$ cat src/rtl/prg_loader.sv
// PRG-style ioctl loader and full-RAM zero-clear driving main RAM's clk_sys write port.
// Optional macro PRG_AUTORUN_EN adds an AUTORUN state that types RUN<CR> into the keyboard buffer.
module prg_loader #(
  parameter int             AW        = 16,
  parameter logic [7:0]     PRG_INDEX = 8'd1,
  parameter int             NPTR      = 4,
  parameter logic [NPTR*AW-1:0] PTR_LIST = {16'h00AE, 16'h0031, 16'h002F, 16'h002D}
) (
  input  logic          clk_sys,
  input  logic          reset,
  input  logic          clear_req,
  input  logic          ioctl_download,
  input  logic [7:0]    ioctl_index,
  input  logic          ioctl_wr,
  input  logic [24:0]   ioctl_addr,
  input  logic [7:0]    ioctl_dout,
  output logic [AW-1:0] dl_addr,
  output logic [7:0]    dl_data,
  output logic          dl_wr,
  output logic          busy,
  output logic [AW-1:0] end_addr,
  output logic          load_done
);

  localparam int PW = $clog2(2 * NPTR + 1);
  localparam logic [PW-1:0] PATCH_N = PW'(2 * NPTR);

  typedef enum logic [2:0] {
    IDLE  = 3'd0,
    LOAD  = 3'd1,
    PATCH = 3'd2,
    CLEAR = 3'd3
`ifdef PRG_AUTORUN_EN
    , AUTORUN = 3'd4
`endif
  } state_t;

  state_t state, state_nx;

  logic          dl_prev;
  logic          dl_rise;
  logic          dl_fall;
  logic [AW-1:0] load_addr;
  logic [AW-1:0] clr_ptr;
  logic          payload_seen;
  logic [PW-1:0] patch_idx;
  logic [PW-2:0] ptr_sel;
  logic [AW-1:0] ptr_base;
  logic [AW-1:0] patch_addr;
  logic [7:0]    patch_data;
  logic [15:0]   load16;
  logic [15:0]   end16;
  logic          patch_end;
  logic          clr_end;

  logic          wr_nx;
  logic [AW-1:0] addr_nx;
  logic [7:0]    data_nx;
  logic          done_nx;

  assign dl_rise = ioctl_download & ~dl_prev;
  assign dl_fall = ~ioctl_download & dl_prev;

  // Header bytes and pointer values are 16-bit quantities regardless of AW.
  assign load16 = 16'(load_addr);
  assign end16  = 16'(end_addr);

  // Each pointer entry takes two write slots: low byte at the entry, high byte at entry+1.
  assign ptr_sel    = patch_idx[PW-1:1];
  assign ptr_base   = PTR_LIST[int'(ptr_sel) * AW +: AW];
  assign patch_addr = ptr_base + {{(AW-1){1'b0}}, patch_idx[0]};
  assign patch_data = patch_idx[0] ? end16[15:8] : end16[7:0];

  // A phase ends on the gap cycle that follows its final write.
  assign patch_end = dl_wr && (patch_idx == PATCH_N);
  assign clr_end   = dl_wr && (dl_addr == {AW{1'b1}});

`ifdef PRG_AUTORUN_EN
  logic [2:0]    auto_idx;
  logic [AW-1:0] auto_addr;
  logic [7:0]    auto_data;
  logic          auto_end;

  assign auto_end = dl_wr && (auto_idx == 3'd5);

  always_comb begin
    auto_addr = AW'(16'h00EF);
    auto_data = 8'h04;
    case (auto_idx)
      3'd0: begin auto_addr = AW'(16'h0527); auto_data = 8'h52; end
      3'd1: begin auto_addr = AW'(16'h0528); auto_data = 8'h55; end
      3'd2: begin auto_addr = AW'(16'h0529); auto_data = 8'h4E; end
      3'd3: begin auto_addr = AW'(16'h052A); auto_data = 8'h0D; end
      default: ;
    endcase
  end
`endif

  always_ff @(posedge clk_sys or posedge reset) begin
    if (reset) state <= CLEAR;
    else       state <= state_nx;
  end

  always_comb begin
    state_nx = state;
    if (clear_req) begin
      state_nx = CLEAR;
    end else begin
      case (state)
        IDLE:  if (dl_rise && (ioctl_index == PRG_INDEX)) state_nx = LOAD;
        LOAD:  if (dl_fall) state_nx = payload_seen ? PATCH : IDLE;
`ifdef PRG_AUTORUN_EN
        PATCH: if (patch_end) state_nx = AUTORUN;
        AUTORUN: if (auto_end) state_nx = IDLE;
`else
        PATCH: if (patch_end) state_nx = IDLE;
`endif
        CLEAR: if (clr_end) state_nx = IDLE;
        default: state_nx = CLEAR;
      endcase
    end
  end

  // Writes are only issued when the previous cycle was not a write, giving the 2-cycle slot.
  always_comb begin
    wr_nx   = 1'b0;
    addr_nx = dl_addr;
    data_nx = dl_data;
    done_nx = 1'b0;
    if (!clear_req) begin
      case (state)
        LOAD: begin
          if (ioctl_wr && (ioctl_addr > 25'd1)) begin
            wr_nx   = 1'b1;
            addr_nx = load_addr;
            data_nx = ioctl_dout;
          end
        end
        PATCH: begin
          if (!dl_wr && (patch_idx != PATCH_N)) begin
            wr_nx   = 1'b1;
            addr_nx = patch_addr;
            data_nx = patch_data;
          end
`ifndef PRG_AUTORUN_EN
          if (patch_end) done_nx = 1'b1;
`endif
        end
`ifdef PRG_AUTORUN_EN
        AUTORUN: begin
          if (!dl_wr && (auto_idx != 3'd5)) begin
            wr_nx   = 1'b1;
            addr_nx = auto_addr;
            data_nx = auto_data;
          end
          if (auto_end) done_nx = 1'b1;
        end
`endif
        CLEAR: begin
          if (!dl_wr) begin
            wr_nx   = 1'b1;
            addr_nx = clr_ptr;
            data_nx = 8'h00;
          end
        end
        default: ;
      endcase
    end
  end

  always_ff @(posedge clk_sys or posedge reset) begin
    if (reset) begin
      dl_addr      <= '0;
      dl_data      <= '0;
      dl_wr        <= 1'b0;
      end_addr     <= '0;
      load_done    <= 1'b0;
      busy         <= 1'b1;
      clr_ptr      <= '0;
      load_addr    <= '0;
      payload_seen <= 1'b0;
      patch_idx    <= '0;
      dl_prev      <= 1'b0;
`ifdef PRG_AUTORUN_EN
      auto_idx     <= '0;
`endif
    end else begin
      dl_prev   <= ioctl_download;
      dl_wr     <= wr_nx;
      dl_addr   <= addr_nx;
      dl_data   <= data_nx;
      load_done <= done_nx;
      if (clear_req) begin
        clr_ptr <= '0;
        busy    <= 1'b1;
      end else begin
        case (state)
          IDLE: begin
            if (state_nx == LOAD) begin
              load_addr    <= '0;
              payload_seen <= 1'b0;
            end
          end
          LOAD: begin
            if (ioctl_wr) begin
              if (ioctl_addr == 25'd0)
                load_addr <= AW'({load16[15:8], ioctl_dout});
              else if (ioctl_addr == 25'd1)
                load_addr <= AW'({ioctl_dout, load16[7:0]});
              else begin
                load_addr    <= load_addr + AW'(1);
                payload_seen <= 1'b1;
              end
            end
            if (state_nx == PATCH) begin
              end_addr  <= load_addr;
              patch_idx <= '0;
            end
          end
          PATCH: begin
            if (wr_nx) patch_idx <= patch_idx + PW'(1);
`ifdef PRG_AUTORUN_EN
            auto_idx <= '0;
`endif
          end
`ifdef PRG_AUTORUN_EN
          AUTORUN: begin
            if (wr_nx) auto_idx <= auto_idx + 3'd1;
          end
`endif
          CLEAR: begin
            if (wr_nx) clr_ptr <= clr_ptr + AW'(1);
            if (state_nx == IDLE) busy <= 1'b0;
          end
          default: ;
        endcase
      end
    end
  end

endmodule

$ cat config.mk
export PLATFORM = sky130hd
export DESIGN_NAME = prg_loader
export DESIGN_NICKNAME = d
export VERILOG_FILES = /design/src/rtl/prg_loader.sv
export SDC_FILE = /design/constraint.sdc
export NUM_CORES = 1
export LEC_CHECK = 0
export CAP_MARGIN = 20
export CORE_ASPECT_RATIO = 1.5
export CORE_MARGIN = 1
export CORE_UTILIZATION = 55
export CTS_BUF_LIST = sky130_fd_sc_hd__clkbuf_4
export CTS_CLUSTER_DIAMETER = 150
export DETAILED_ROUTE_END_ITERATION = 10
export PLACE_DENSITY = 0.83
export SKIP_CTS_REPAIR_TIMING = 1
export SYNTH_ARGS = -nofsm -noshare
export SYNTH_HDL_FRONTEND = slang
export SYNTH_SLANG_ARGS = --single-unit
$ cat constraint.sdc
create_clock -name clk_sys -period 5.1 [get_ports clk_sys]
set_clock_uncertainty 0.05 [all_clocks]
set_input_delay 0.51 -clock clk_sys [delete_from_list [all_inputs] [get_ports clk_sys]]
set_output_delay 0.51 -clock clk_sys [all_outputs]
set_load 0.02 [all_outputs]
* Yosys cells after proc, flatten, opt, wreduce, memory -nomap -nowiden *
Index checks and enable logic that the tools add are counted.

word-level totals
  bits in registers = 84
  word-level logic and storage cells = 110

cells by class
  add/subtract/negate cells = 4
  magnitude comparators = 1
  equal/unequal tests = 20
  shift operators = 1
  mux-type cells = 43
  bitwise gates (word level) = 5
  reduce and logical (&&, ||, !) cells = 23

operators by type and width
  kind                      number
  $mux 16                   10
  $shiftx 64x8->16 const A  1
  $pmux 16 s3               1
  $add 16x1->16 const B     2
  $mux 8                    4
  $pmux 16 s2               1
  $eq 25x1->1 const B       1
  $gt 25x1->1 const B       1
  $logic_not 25->1          1
  $pmux 8 s3                1
  $ne 2x2->1 const B        9
  $add 16x1->16             1
  $eq 16x16->1 const B      1
  $mux 3                    5
  $reduce_and 5->1          3
  $mux 1                    14
  $pmux 3 s4                1
  $reduce_bool 2->1         5
  $eq 3x2->1 const B        3
  $eq 8x1->1 const B        1
  $mux 4                    2
  $pmux 4 s2                1
  $eq 3x1->1 const B        2
  $logic_not 3->1           2
  other kinds (16)          24

* Longest topological paths before layout *
  depth after elaboration = 10
  gate-level depth with buffers = 9

* Worst setup path before layout *
OpenSTA, ideal clock, no wires.

  path type = reg-to-reg
  from = register patch_idx[0]
  to = register dl_addr[0]
  library setup time = 0.128 ns
  arrival = 1.935 ns
  slack = 2.987 ns
  stages on the path, launching flop included = 10
  path buffers = 3
  clock period less this slack = 2.113 ns
  cell sequence = dfrtp_1 -> buf_2 -> inv_1 -> ha_1 -> nand3b_1 -> a21oi_1 -> a211o_1 -> buf_4 -> buf_6 -> mux2_1

on the way
  word-level cells in the longest chain between the ends = 4
  elaborated cells on any way between the ends = 7
  those cells by class = 1 x add/sub; 2 x eq/ne; 2 x mux; 2 x reduce/logical

RTL lines
  element                                                RTL line  source
  from (decl)                                            46        logic [PW-1:0] patch_idx;
  from (signal assigned)                                 221       if (wr_nx) patch_idx <= patch_idx + PW'(1);
  branches (longest 4 deep; another with $add 16x1->16)  n/a
  to (signal assigned)                                   190       dl_addr <= addr_nx;
  to (decl)                                              17        output logic [AW-1:0] dl_addr,

Parallel ways; which one is timed is not known. The select of a mux whose other input is x is not followed.
A chain may end at the register's enable or synchronous reset.

* Final worst setup path *
  from = register state[0]
  to = register end_addr[15]

on the way
  word-level cells in the longest chain between the ends = 5
  elaborated cells on any way between the ends = 12
  those cells by class = 4 x eq/ne; 6 x mux; 2 x reduce/logical

RTL lines
  element                                   RTL line  source
  from (decl)                               38        state_t state, state_nx;
  from (signal assigned)                    101       else state <= state_nx;
  $eq 3x2->1, or another cell as far along  109       case (state)
  $pmux 3 s4                                109
  $mux 3                                    106       if (clear_req) begin
  $eq 3x2->1                                215       if (state_nx == PATCH) begin
  $reduce_and 3->1 (no line) (*)            n/a
  to (signal assigned)                      216       end_addr <= load_addr;
  to (decl)                                 21        output logic [AW-1:0] end_addr,

Mark *: on every way between the ends. The rest lies on a longest branch, timed or not.

==> results.py <==
metrics = {
    "critical_path": {
        "start_kind": "flip-flop",
        "cp-startpoint": "state[0]",
        "worst-setup-path-type": "reg -> reg",
        "critPathArrivalTime_ns": 3.26,
        "path_buf_inv": 1,
        "cpLargestDelayFamily": "simple AND/OR/NAND/NOR gates",
        "cp_slowest_stage_delay_ns": 0.86,
        "cp-end-kind": "flip-flop",
        "worstReg2RegStart": "state[0]",
        "path_cells": "nor3b_4 > nand3_1 > nor2_1 > buf_4 > mux2_1",
        "slowest_stage": "dfstp_2",
        "cp.required_ns": 5.39,
        "cp_max_fo": 25,
    },
    "cts": {
        "cts_tree": "done",
        "clk_latency_ns": 0.45,
        "cts_buffers": 9,
        "h-tree-depth": 3,
        "clockBufferDepth": 2,
        "clock-sinks": 84,
        "clk_pin_slew_worst_paths_ns": 0.13,
        "cts-root-buf": "clkbuf_4",
    },
    "global_routing": {
        "grt_pass1_wl_um": 20600,
        "grt_max_degree": 46,
        "grt.overflow.total": 0,
        "grt_pass1_vias": 4091,
        "grt_usage_pct": 30.1,
        "antenna_found_initial": 1,
    },
    "logic_synthesis": {
        "ys.flop_type": "dfrtp_1",
        "ys_seq_area_share_pct": 44.0,
        "yosys-top-cells-area": "dfrtp_1 (42%), mux2_1 (8.2%), nand2_1 (4.2%)",
        "synth_seq_cells": 84,
        "synth_cells": 472,
        "synthArstFlopShare_pct": 100,
        "synth_nets": 525,
        "synth.top_cell.area_share_pct": 42.4,
        "yosysTopAreaCell": "dfrtp_1",
        "synth_edf_count": 0,
        "synth_cell_type_count": 69,
        "syn-mean-instance-area_um2": 10.1,
        "syn_area_um2": 4780,
        "ys_warn_count": 0,
    },
    "sta": {
        "relSlewSlack_pct": 49.4,
        "fmax_mhz": 337,
        "setup_ws_ns": 2.13,
        "rsz0062_at_grt": "no",
        "worst_slew_pin_slew_ns": 0.758,
        "finalCritPeriodShare_pct": 58.2,
        "drv_slew": 0,
        "fin_setup_tns_ns": 0,
        "setup_viol": 0,
        "fin_crit_ns": 2.97,
        "hold_viol": 0,
    },
    "placement": {
        "place.gp.congestion": 0.926,
        "dp_slack_ns": 1.86,
        "hpwl_um": 9390,
        "io_buffer_count": 88,
    },
    "power_and_ir_drop": {
        "seqPwrFrac_pct": 54.2,
        "p_comb_share_pct": 17.0,
        "leakage_nw": 2.51,
        "peakVddDrop_uv": 173,
        "p_sw_mw": 0.384,
        "sw_frac_of_total_pct": 28.5,
        "clockPowerShare_pct": 28.8,
        "power_density_nw_per_um2": 231,
        "p_int_mw": 0.964,
    },
    "floorplanning": {
        "start_util_pct": 56.9,
        "io_pins": 89,
        "die_w_um": 78.1,
        "die-area_um2": 9080,
        "rows": 41,
        "die_h_um": 116,
        "core_area_um2": 8410,
    },
    "route": {
        "ant_nets": 0,
        "drc_errors": 0,
        "wl_per_cell_um": 19.6,
        "detail_route.vias_per_cell": 6.28,
        "drt_iter0_markers": 514,
        "dr_total_vias": 4144,
        "first_pass_iters": 5,
        "totalWireLength_um": 12900,
    },
    "cells_and_area": {
        "multi_input_area_um2": 2430,
        "nNetsFinal": 600,
        "fillers": 699,
        "seq_area_um2": 2110,
        "area_growth_pct": 21.9,
        "drive_above_1_share_pct": 9.60,
    },
    "status": {
        "status": "completed",
    },
    "flow_run": {
        "max_cap_viol_count": 0,
    },
    "min_path": {
        "hold_class": "in -> async",
    },
}
layout make-up:
| type | instances | area share, % |
|---|---|---|
| clock inverter | 7 | 1.16 |
| timing repair buffer | 93 | 16.1 |
| tap | 107 | 2.30 |
| clock buffer | 9 | 1.16 |
| inverter | 21 | 1.37 |
| multi-input combinational | 338 | 41.8 |
| sequential | 84 | 36.1 |
| antenna | 1 | 0.0429 |
metal layers:
metal  vias to the layer above  GRT usage [%]  share of wire, %
met5                         -              0                 0
met4                         0           14.4               4.3
met3                        56           5.78               7.2
met2                       203           53.9                51
met1                      2021           34.6                37
li1                       1864              -                 -
logic make-up after synthesis:
family / Yosys count / synth area share, %
fa+ha+maj: 7 / 1.83
buf+inv: 50 / 5.07
other cells: 1 / 0.0784
flops: 84 / 44.0
xor+xnor: 21 / 3.85
compound gates: 87 / 12.8
simple gates: 164 / 19.1
mux: 58 / 13.3
cell usage after synthesis, types with 3 or more instances:
cell type and count:
nor4_1 6, a31oi_1 5, a21oi_1 10, o221ai_1 4
o22ai_1 7, nand4_1 9, nand2_1 54, clkbuf_2 3
mux2_2 6, mux2_1 35, xor2_1 13, o311a_1 3
nand4_2 3, mux2i_1 16, and3_1 6, buf_2 8
a211o_1 4, dfstp_2 3, a211oi_1 5, o21ai_0 25
inv_1 20, nor2_1 29, nor2b_1 4, buf_4 7
ha_1 7, nor3_1 9, clkbuf_1 7, o31ai_1 4
nor3b_1 3, o211ai_1 3, nand3_1 13, xnor2_1 8
dfrtp_1 81, nor4_2 6
power by group through the flow:
stage,sequential (mW),clock (mW),combinational (mW)
final,0.731,0.388,0.229
after detailed placement,0.743,0,0.226
after global placement,0.741,0,0.222
after floorplan,0.773,0,0.0679
after CTS,0.730,0.393,0.228
after global routing,0.735,0.416,0.244
final timing paths:
kind | slack, ns | cells after the start | endpoint
worst max-delay path | 2.13 | 5 | end_addr[15]
worst min-delay path | 0.42 | 2 | patch_idx[2]
worst max register to register | 2.13 | 5 | end_addr[15]
worst min register to register | 0.46 | 1 | dl_data[2]
max in group asynchronous | 3.55 | 3 | dl_addr[1]
min in group clk_sys | 0.46 | 1 | dl_data[2]
layout by cell type (no fill, tap or decap), types with 4 or more instances in the layout:
master | synthesis | final
nand4_1 | 9 | 9
o21ai_0 | 25 | 25
xnor2_1 | 8 | 8
ha_1 | 7 | 7
buf_4 | 7 | 4
o221ai_1 | 4 | 4
clkdlybuf4s50_1 | 0 | 88
o31ai_1 | 4 | 4
a31oi_1 | 5 | 5
clkbuf_4 | 0 | 9
o22ai_1 | 7 | 7
and3_1 | 6 | 6
nand2_1 | 54 | 54
nor2b_1 | 4 | 4
mux2_2 | 6 | 6
nor4_2 | 6 | 6
nor2_1 | 29 | 29
a211o_1 | 4 | 4
inv_1 | 20 | 19
nor4_1 | 6 | 6
nand3_1 | 13 | 13
xor2_1 | 13 | 13
a21oi_1 | 10 | 10
nor3_1 | 9 | 9
mux2i_1 | 16 | 16
dfrtp_1 | 81 | 81
a211oi_1 | 5 | 5
mux2_1 | 35 | 35
per-stage QoR:
step	util, %	std cells	hold WS [ns]	total power [mW]	cell area [um2]
2_1_floorplan	-	472	0.435	0.841	4780
4_1_cts	68.9	658	0.417	1.35	5800
3_5_place_dp	67.3	642	0.439	0.969	5670
5_1_grt	69.3	660	0.474	1.39	5830
3_3_place_gp	67.3	642	0.430	0.964	5670
6_report	69.3	660	0.420	1.35	5830
state kept, by name (all words and copies together), names as in the netlist:
register and flops:
load16 16, dl_prev 1, patch_idx 4, dl_wr 1, end_addr 16, clr_ptr 16
state 3, dl_data 8, busy 1, load_done 1, payload_seen 1, dl_addr 16
Power figures use the tool's default switching activity.
